[src/rtl/csi2_hdr_buffer.sv]
// csi2_hdr_buffer: per-lane CSI-2 packet-header queue feeding one arbiter
// request port. Headers are pushed into a small FIFO; the head entry is
// presented to the arbiter, and after the grant long packets issue
// line-buffer read strobes for their payload before a one-cycle
// transfer-done pulse pops the entry.
//
// Ports:
//   clk_i, rst_i            clock, synchronous active-high reset
//   hdr_wr_i                push one header {SPtype, dtype, wdcnt}
//   hdr_wdcnt_i/dtype_i/SPtype_i  header fields to push
//   hdr_full_o              FIFO holds FIFO_DEPTH entries (registered)
//   hdr_ovf_o               sticky: push attempted while full
//   arb_gnt_i               grant from the arbiter (used only in REQ)
//   c2d_rd_rdy_i            downstream accepts one payload word
//   hdr_req_o               request to the arbiter
//   hdr_wdcnt_o/dtype_o/chID_o/SPtype_o  head header fields
//   hdr_rd_lbfr_en_o        line-buffer read strobe
//   hdr_xfrdone_o           one-cycle end-of-packet pulse
module csi2_hdr_buffer #(
  parameter int unsigned FIFO_DEPTH = 4,
  parameter int unsigned LBFR_BYTES = 4,
  parameter logic [1:0]  CH_ID      = 2'd0
) (
  input  logic        clk_i,
  input  logic        rst_i,
  input  logic        hdr_wr_i,
  input  logic [15:0] hdr_wdcnt_i,
  input  logic [5:0]  hdr_dtype_i,
  input  logic        hdr_SPtype_i,
  output logic        hdr_full_o,
  output logic        hdr_ovf_o,
  input  logic        arb_gnt_i,
  input  logic        c2d_rd_rdy_i,
  output logic        hdr_req_o,
  output logic [15:0] hdr_wdcnt_o,
  output logic [5:0]  hdr_dtype_o,
  output logic [1:0]  hdr_chID_o,
  output logic        hdr_SPtype_o,
  output logic        hdr_rd_lbfr_en_o,
  output logic        hdr_xfrdone_o
);

  localparam int unsigned PTR_W = $clog2(FIFO_DEPTH);
  localparam int unsigned CNT_W = PTR_W + 1;
  localparam int unsigned SH_W  = $clog2(LBFR_BYTES);
  localparam int unsigned RDC_W = 17;

  typedef struct packed {
    logic        sp;
    logic [5:0]  dtype;
    logic [15:0] wdcnt;
  } hdr_t;

  typedef enum logic [1:0] {
    S_IDLE = 2'd0,
    S_REQ  = 2'd1,
    S_XFER = 2'd2,
    S_DONE = 2'd3
  } state_t;

  state_t             r_state;
  state_t             w_state_nxt;
  hdr_t               r_mem [0:FIFO_DEPTH-1];
  logic [PTR_W-1:0]   r_wptr;
  logic [PTR_W-1:0]   r_rptr;
  logic [CNT_W-1:0]   r_cnt;
  logic [CNT_W-1:0]   w_cnt_nxt;
  logic               r_full;
  logic               r_ovf;
  logic [RDC_W-1:0]   r_rd_cnt;
  logic [RDC_W-1:0]   w_ceil;
  logic [15:0]        r_wdcnt;
  logic [5:0]         r_dtype;
  logic               r_sp;
  logic               w_is_full;
  logic               w_push;
  logic               w_pop;
  logic               w_load_hdr;
  logic               w_load_cnt;
  logic               w_strobe;
  hdr_t               w_head;
  hdr_t               w_wr_ent;

  // Full is judged on current occupancy, so a push while full is dropped
  // even when the same cycle pops.
  assign w_is_full = (r_cnt == CNT_W'(FIFO_DEPTH));
  assign w_push    = hdr_wr_i & ~w_is_full;
  assign w_cnt_nxt = r_cnt + CNT_W'(w_push) - CNT_W'(w_pop);
  assign w_head    = r_mem[r_rptr];
  assign w_wr_ent  = '{sp: hdr_SPtype_i, dtype: hdr_dtype_i, wdcnt: hdr_wdcnt_i};

  // Number of line-buffer reads for the held word count (ceiling divide).
  assign w_ceil = (RDC_W'(r_wdcnt) + RDC_W'(LBFR_BYTES - 1)) >> SH_W;

  // FIFO storage (no reset needed; validity tracked by r_cnt)
  always_ff @(posedge clk_i) begin
    if (w_push) begin
      r_mem[r_wptr] <= w_wr_ent;
    end
  end

  // FIFO pointers, occupancy and status flags
  always_ff @(posedge clk_i) begin
    if (rst_i) begin
      r_wptr <= '0;
      r_rptr <= '0;
      r_cnt  <= '0;
      r_full <= 1'b0;
      r_ovf  <= 1'b0;
    end else begin
      if (w_push) r_wptr <= r_wptr + PTR_W'(1);
      if (w_pop)  r_rptr <= r_rptr + PTR_W'(1);
      r_cnt  <= w_cnt_nxt;
      r_full <= (w_cnt_nxt == CNT_W'(FIFO_DEPTH));
      if (hdr_wr_i && w_is_full) r_ovf <= 1'b1;
    end
  end

  // FSM state register
  always_ff @(posedge clk_i) begin
    if (rst_i) r_state <= S_IDLE;
    else       r_state <= w_state_nxt;
  end

  // FSM next-state and control strobes
  always_comb begin
    w_state_nxt = r_state;
    w_load_hdr  = 1'b0;
    w_load_cnt  = 1'b0;
    w_strobe    = 1'b0;
    w_pop       = 1'b0;
    case (r_state)
      S_IDLE: begin
        if (r_cnt != '0) begin
          w_load_hdr  = 1'b1;
          w_state_nxt = S_REQ;
        end
      end
      S_REQ: begin
        if (arb_gnt_i) begin
          if (r_sp || (r_wdcnt == 16'd0)) begin
            w_state_nxt = S_DONE;
          end else begin
            w_load_cnt  = 1'b1;
            w_state_nxt = S_XFER;
          end
        end
      end
      S_XFER: begin
        if (c2d_rd_rdy_i) begin
          w_strobe = 1'b1;
          if (r_rd_cnt == RDC_W'(1)) w_state_nxt = S_DONE;
        end
      end
      S_DONE: begin
        w_pop       = 1'b1;
        w_state_nxt = S_IDLE;
      end
      default: w_state_nxt = S_IDLE;
    endcase
  end

  // Head field registers and payload read counter
  always_ff @(posedge clk_i) begin
    if (rst_i) begin
      r_wdcnt  <= '0;
      r_dtype  <= '0;
      r_sp     <= 1'b0;
      r_rd_cnt <= '0;
    end else begin
      if (w_load_hdr) begin
        r_wdcnt <= w_head.wdcnt;
        r_dtype <= w_head.dtype;
        r_sp    <= w_head.sp;
      end
      if (w_load_cnt)    r_rd_cnt <= w_ceil;
      else if (w_strobe) r_rd_cnt <= r_rd_cnt - RDC_W'(1);
    end
  end

  assign hdr_req_o        = (r_state == S_REQ);
  assign hdr_xfrdone_o    = (r_state == S_DONE);
  // Gated by reset so the strobe drops in the cycle reset is sampled.
  assign hdr_rd_lbfr_en_o = w_strobe & ~rst_i;
  assign hdr_full_o       = r_full;
  assign hdr_ovf_o        = r_ovf;
  assign hdr_wdcnt_o      = r_wdcnt;
  assign hdr_dtype_o      = r_dtype;
  assign hdr_SPtype_o     = r_sp;
  assign hdr_chID_o       = CH_ID;

endmodule

[config.mk]
export PLATFORM = sky130hd
export DESIGN_NAME = csi2_hdr_buffer
export DESIGN_NICKNAME = d
export VERILOG_FILES = /design/src/rtl/csi2_hdr_buffer.sv
export SDC_FILE = /design/constraint.sdc
export NUM_CORES = 1
export LEC_CHECK = 0
export CAP_MARGIN = 30
export CORE_MARGIN = 5
export CORE_UTILIZATION = 57
export DETAILED_ROUTE_END_ITERATION = 16
export HOLD_SLACK_MARGIN = 0.05
export PLACE_DENSITY = 0.79
export SLEW_MARGIN = 20
export SYNTH_ARGS = -nofsm -noshare
export SYNTH_HDL_FRONTEND = slang
export SYNTH_SLANG_ARGS = --single-unit
[constraint.sdc]
create_clock -name clk_i -period 2.63 [get_ports clk_i]
set_clock_uncertainty 0.15 [all_clocks]
set_input_delay 0.263 -clock clk_i [delete_from_list [all_inputs] [get_ports clk_i]]
set_output_delay 0.263 -clock clk_i [all_outputs]
set_load 0.05 [all_outputs]
-- Word level (Yosys, flattened, before mapping)
Memories as Yosys holds them, arrays and structs flattened. A register that Yosys moved wholly into a read port is not among the register bits.
Index checks and enable logic that the tools add are counted.
- bits in registers: 28
- memory bits (writable): 92
- bits of input ports: 28
- output and inout bits: 30
- word-level logic and storage cells: 55
- memories kept: 1
- memories (name ; depth ; width ; rd ports ; clocked after memory_dff ; wr ports ; RTL line ; RTL):
    r_mem ; 4 ; 23 ; 1 ; 1 ; 1 ; 63 ; hdr_t r_mem [0:FIFO_DEPTH-1];
- $add $sub $neg: 6
- equality and inequality tests: 10
- mux-type cells: 18
- bitwise operators: 4
- reduce and logical (&&, ||, !) cells: 8
- operators by type and width (operator ; count):
    15-bit two-way mux ; 2
    16-bit by 2-bit adder with 17-bit output, second input constant ; 1
    17-bit by 1-bit equality test with 1-bit output, second input constant ; 1
    17-bit by 1-bit subtractor with 17-bit output, second input constant ; 1
    16-bit zero test ; 1
    1-bit two-way mux ; 11
    2-bit two-way mux ; 4
    2-bit != test, second input constant ; 4
    2-bit one-hot mux with 4 select lines ; 1
    3-bit equality test, second input constant ; 2
    2-bit by 1-bit adder with 2-bit output, second input constant ; 2
    2-bit equality test, second input constant ; 2
    4-bit AND reduction ; 1
    3-bit by 1-bit adder with 3-bit output ; 1
    3-bit nonzero test ; 1
    3-bit by 1-bit subtractor with 3-bit output ; 1
    1-bit AND ; 2
    2-bit by 1-bit equality test with 1-bit output, second input constant ; 1
    2-bit zero test ; 1
    1-bit inverter ; 2
    2-bit nonzero test ; 1
    2-bit OR reduction ; 1
    1-bit logical AND ; 1
    1-bit logical OR ; 1

-- Logic depth before layout (Yosys ltp)
- word-level depth: 6
- mapped depth: 9
- gate-level depth less buffers: 9

-- Worst setup path after synthesis
OpenSTA, ideal clock, no wires.
- path kind: register to register
- from: register r_state[1]
- to: register r_full, in the netlist hdr_full_o
- library setup time: 0.092 ns
- data arrival time: 2.021 ns
- data required time: 2.388 ns
- setup slack: 0.367 ns
- stages on the path, launching flop included: 7
- path buffers: 0
- clock period less this slack: 2.263 ns
- cells stage by stage: dfxtp_1 -> ha_1 -> ha_1 -> inv_1 -> ha_1 -> fa_1 -> nor4_1
- longest elaborated chain between the ends: 4
- RTL lines (element ; RTL line ; RTL):
    start: declaration ; 61 ; state_t r_state;
    start signal: assignment ; 122 ; else r_state <= w_state_nxt;
    2-bit equality test ; - ;
    named net hdr_xfrdone_o ; 40 ; output logic hdr_xfrdone_o
    1-bit two-way mux ; 132 ; case (r_state)
    3-bit by 1-bit subtractor with 3-bit output ; 88 ; assign w_cnt_nxt = r_cnt + CNT_W'(w_push) - CNT_W'(w_pop);
    named net w_cnt_nxt[1] ; 67 ; logic [CNT_W-1:0] w_cnt_nxt;
    3-bit equality test ; 114 ; r_full <= (w_cnt_nxt == CNT_W'(FIFO_DEPTH));
    end signal: assignment ; 114 ;
    end: declaration ; 68 ; logic r_full;
The timed path passes the listed nets, and every way through them passes these cells.
A chain may end at the register's enable or synchronous reset.

-- Final worst setup path
- from: register r_state[1]
- to: output hdr_xfrdone_o
- longest elaborated chain between the ends: 1
- RTL lines (element ; RTL line ; RTL):
    2-bit equality test ; 182 ; assign hdr_xfrdone_o = (r_state == S_DONE);
    end: declaration ; 40 ;
No other way between the ends.

==> reports/qor.csv <==
metric,value,unit
Synth async-reset ratio,0,
most frequent cells in the layout,"edfxtp_1 (92), nand2_1 (59), clkdlybuf4s50_1 (53)",
P_leak,2.44,nW
post-synthesis cell area,6010,um2
routed vias,3767,
Detailed Route Iter0 Violations,283,
CTS Buffer Depth,2,
"most common cell after layout, fill and taps aside",edfxtp_1,
Worst setup EP type,output port,
post-detailed-placement half-perimeter wirelength,7940,um
Die Y-Extent,113,um
R2R depth,7,
FF-to-FF End,r_rd_cnt[6],
R2R Path Start,r_state[0],
layout cells sized above 1,0.151,
die area,12700,um2
CTS tree,yes,
Post-Layout Cell Count,658,
Syn-to-layout area delta,21.0,%
Die Wd,113,um
minimum clock period after layout,2480,ps
first-pass GRT wire length,19300,um
Initial Utilization,0.582,
Syn Area/Cell,13.5,um2
CP Launch Type,flip-flop,
Setup CP Type,reg -> out,
"Data arrival, critical path",2060,ps
Post-synth EDFFs,92,
Inserted Diodes,0,
post-place setup slack,179,ps
"critical path fanouts, max",5,
Max VDD drop,0.000621,V
total negative slack,0,ps
outcome,"complete, no violations",
total CTS buffers,17,
final RePlAce weighted congestion,0.827,
Rel. slew slack,0.560,
Finished Cell Area,7270,um2
Post-DP Area,6710,um2
post-synth cell types,46,
"Setup Fix Bufs, Post-CTS",0,
Port Buf Inserts,55,
synthesized instance count,445,
Core Region,10300,um2
site row count,37,
Max Cap Violations,0,
vias in the first global route,3777,
Worst Path Required,2220,ps
count of final setup violators,0,
largest net degree at the start of global routing,28,
"Reg clk slew, reported paths",70,ps
Worst-Skew Late Latency,520,ps
Layout Nets,551,
hold path endpoint,r_mem[0][9],
Remaining DRCs,0,
Hold Path Depth,1,
Hold Path Class,in -> reg,
"Hold Vio Cnt, Final",0,
Via-to-Cell Ratio,5.72,
drt first pass iters,6,
Tot GR Track Use,0.197,
final slew viol count,0,
H-Tree Depth,4,
Ports,58,
GR Overflow Total,0,
Synthesis Warnings,0,
worst hold start,hdr_wdcnt_i[9],
CTS Sinks,143,
Worst Slack Setup Final,152,ps
Max Clk Rate,404,MHz
initial antenna violation count,0,
Worst-Margin Slew,653,ps
register area share after synthesis,0.630,
drt total wl,12000,um
Yosys reg bits,143,
footprint of the multi-input gates,2080,um2
Root Buffer,clkbuf_8,
"Primary FF master, synth",edfxtp_1,
Storage cell area,3780,um2
flop-to-flop setup slack,370,ps
power per cell area,1100,nW/um2
Routed Antenna Nets,0,
RSZ-0062 raised after global routing,no,
crit share post-route,0.942,
Placed Instances,625,
drt wl/cell,18.2,um
Fillers,691,
==> synth_stat cells, types with 2 or more instances <==
library cell / number / share of area
a211oi_1: 10 / 0.012
or4_1: 3 / 0.0037
a211oi_2: 2 / 0.0042
nand2_1: 59 / 0.037
nor4_1: 9 / 0.0094
nand3_1: 6 / 0.0050
buf_2: 4 / 0.0033
nor2b_1: 4 / 0.0042
a2111oi_2: 2 / 0.0050
mux2i_1: 2 / 0.0033
nor2_1: 25 / 0.016
and2_1: 4 / 0.0042
clkbuf_1: 18 / 0.011
or4_4: 2 / 0.0037
edfxtp_1: 92 / 0.46
nor3_1: 7 / 0.0058
and3_1: 2 / 0.0021
nand2b_1: 2 / 0.0021
xor2_1: 12 / 0.017
ha_1: 13 / 0.027
buf_4: 2 / 0.0025
xnor2_1: 21 / 0.031
mux4_2: 23 / 0.086
a21boi_1: 2 / 0.0025
nand4_1: 6 / 0.0062
a21oi_1: 27 / 0.022
or3_1: 5 / 0.0052
inv_1: 11 / 0.0069
dfxtp_1: 51 / 0.17
nand4b_1: 2 / 0.0029
o21ai_0: 2 / 0.0017
==> sequential cells by signal (all words and copies together) (netlist names) <==
name          count
hdr_ovf_o         1
r_mem            92
r_state           2
r_rd_cnt         17
r_rptr            2
hdr_full_o        1
hdr_dtype_o       6
r_wptr            2
hdr_wdcnt_o      16
r_cnt             3
hdr_SPtype_o      1
==> critical path, cell delays in order, from the launching register on <==
cell	delay, ps
dfxtp_1	400
ha_1	290
clkdlybuf4s50_1	850
==> layer usage <==
layer	vias to the layer above	wire [um]	global-route usage	share of wire
met1	1836	5380	0.258	0.45
met3	16	594	0.0636	0.050
met2	136	5860	0.318	0.49
met5	-	0	0	0
li1	1779	-	-	-
met4	0	165	0.0585	0.014
==> layout make-up <==
type	instances	share of cell area
clock inverters	14	0.0179
repair buffers	68	0.0885
multi-input cells	268	0.287
clock buffers	18	0.0575
well taps	136	0.0234
inverters	11	0.00568
flip-flops and latches	143	0.520
==> report_power, final <==
group,internal [mW],leakage (nW),switching (mW)
Sequential,2.83,1.26,0.382
Combinational,0.993,0.924,1.59
Clock,1.20,0.261,0.992
==> what timing repair did <==
action | 4_1_cts | 5_1_grt
hold buffers | 1 | 0
gates resized for setup | 0 | 0
hold endpoints to repair | 2 | 0
==> worst max-delay path by stage <==
stage,from,to,cells after the start
final,r_state[1],hdr_xfrdone_o,2
after global routing,r_state[1],hdr_xfrdone_o,2
after CTS,r_state[1],hdr_xfrdone_o,2
after detailed placement,hdr_wr_i,hdr_full_o,9
after global placement,hdr_wr_i,hdr_full_o,9
after floorplan,r_state[1],hdr_full_o,6
==> logic make-up (layout without fill, tap and decap cells) <==
kind of cell    after synthesis  count (layout)  synth area share
compound gates               53              53            0.0616
simple gates                141             141             0.116
flops                       143             143             0.630
other cells                   1               2          0.000624
mux                          25              25            0.0895
fa+ha+maj                    14              14            0.0304
xor+xnor                     33              33            0.0481
buf+inv                      35             111            0.0239
==> per-stage QoR <==
| step | power (mW) | utilization | hold slack [ps] |
|---|---|---|---|
| after global placement | 5.72 | 0.650 | 296 |
| after floorplan | 5.02 | - | 212 |
| final | 7.98 | 0.704 | 220 |
| after detailed placement | 5.82 | 0.650 | 301 |
| after CTS | 8.02 | 0.704 | 199 |
| after global routing | 8.39 | 0.704 | 190 |
Note: power is estimated with default switching activity, not from simulation.
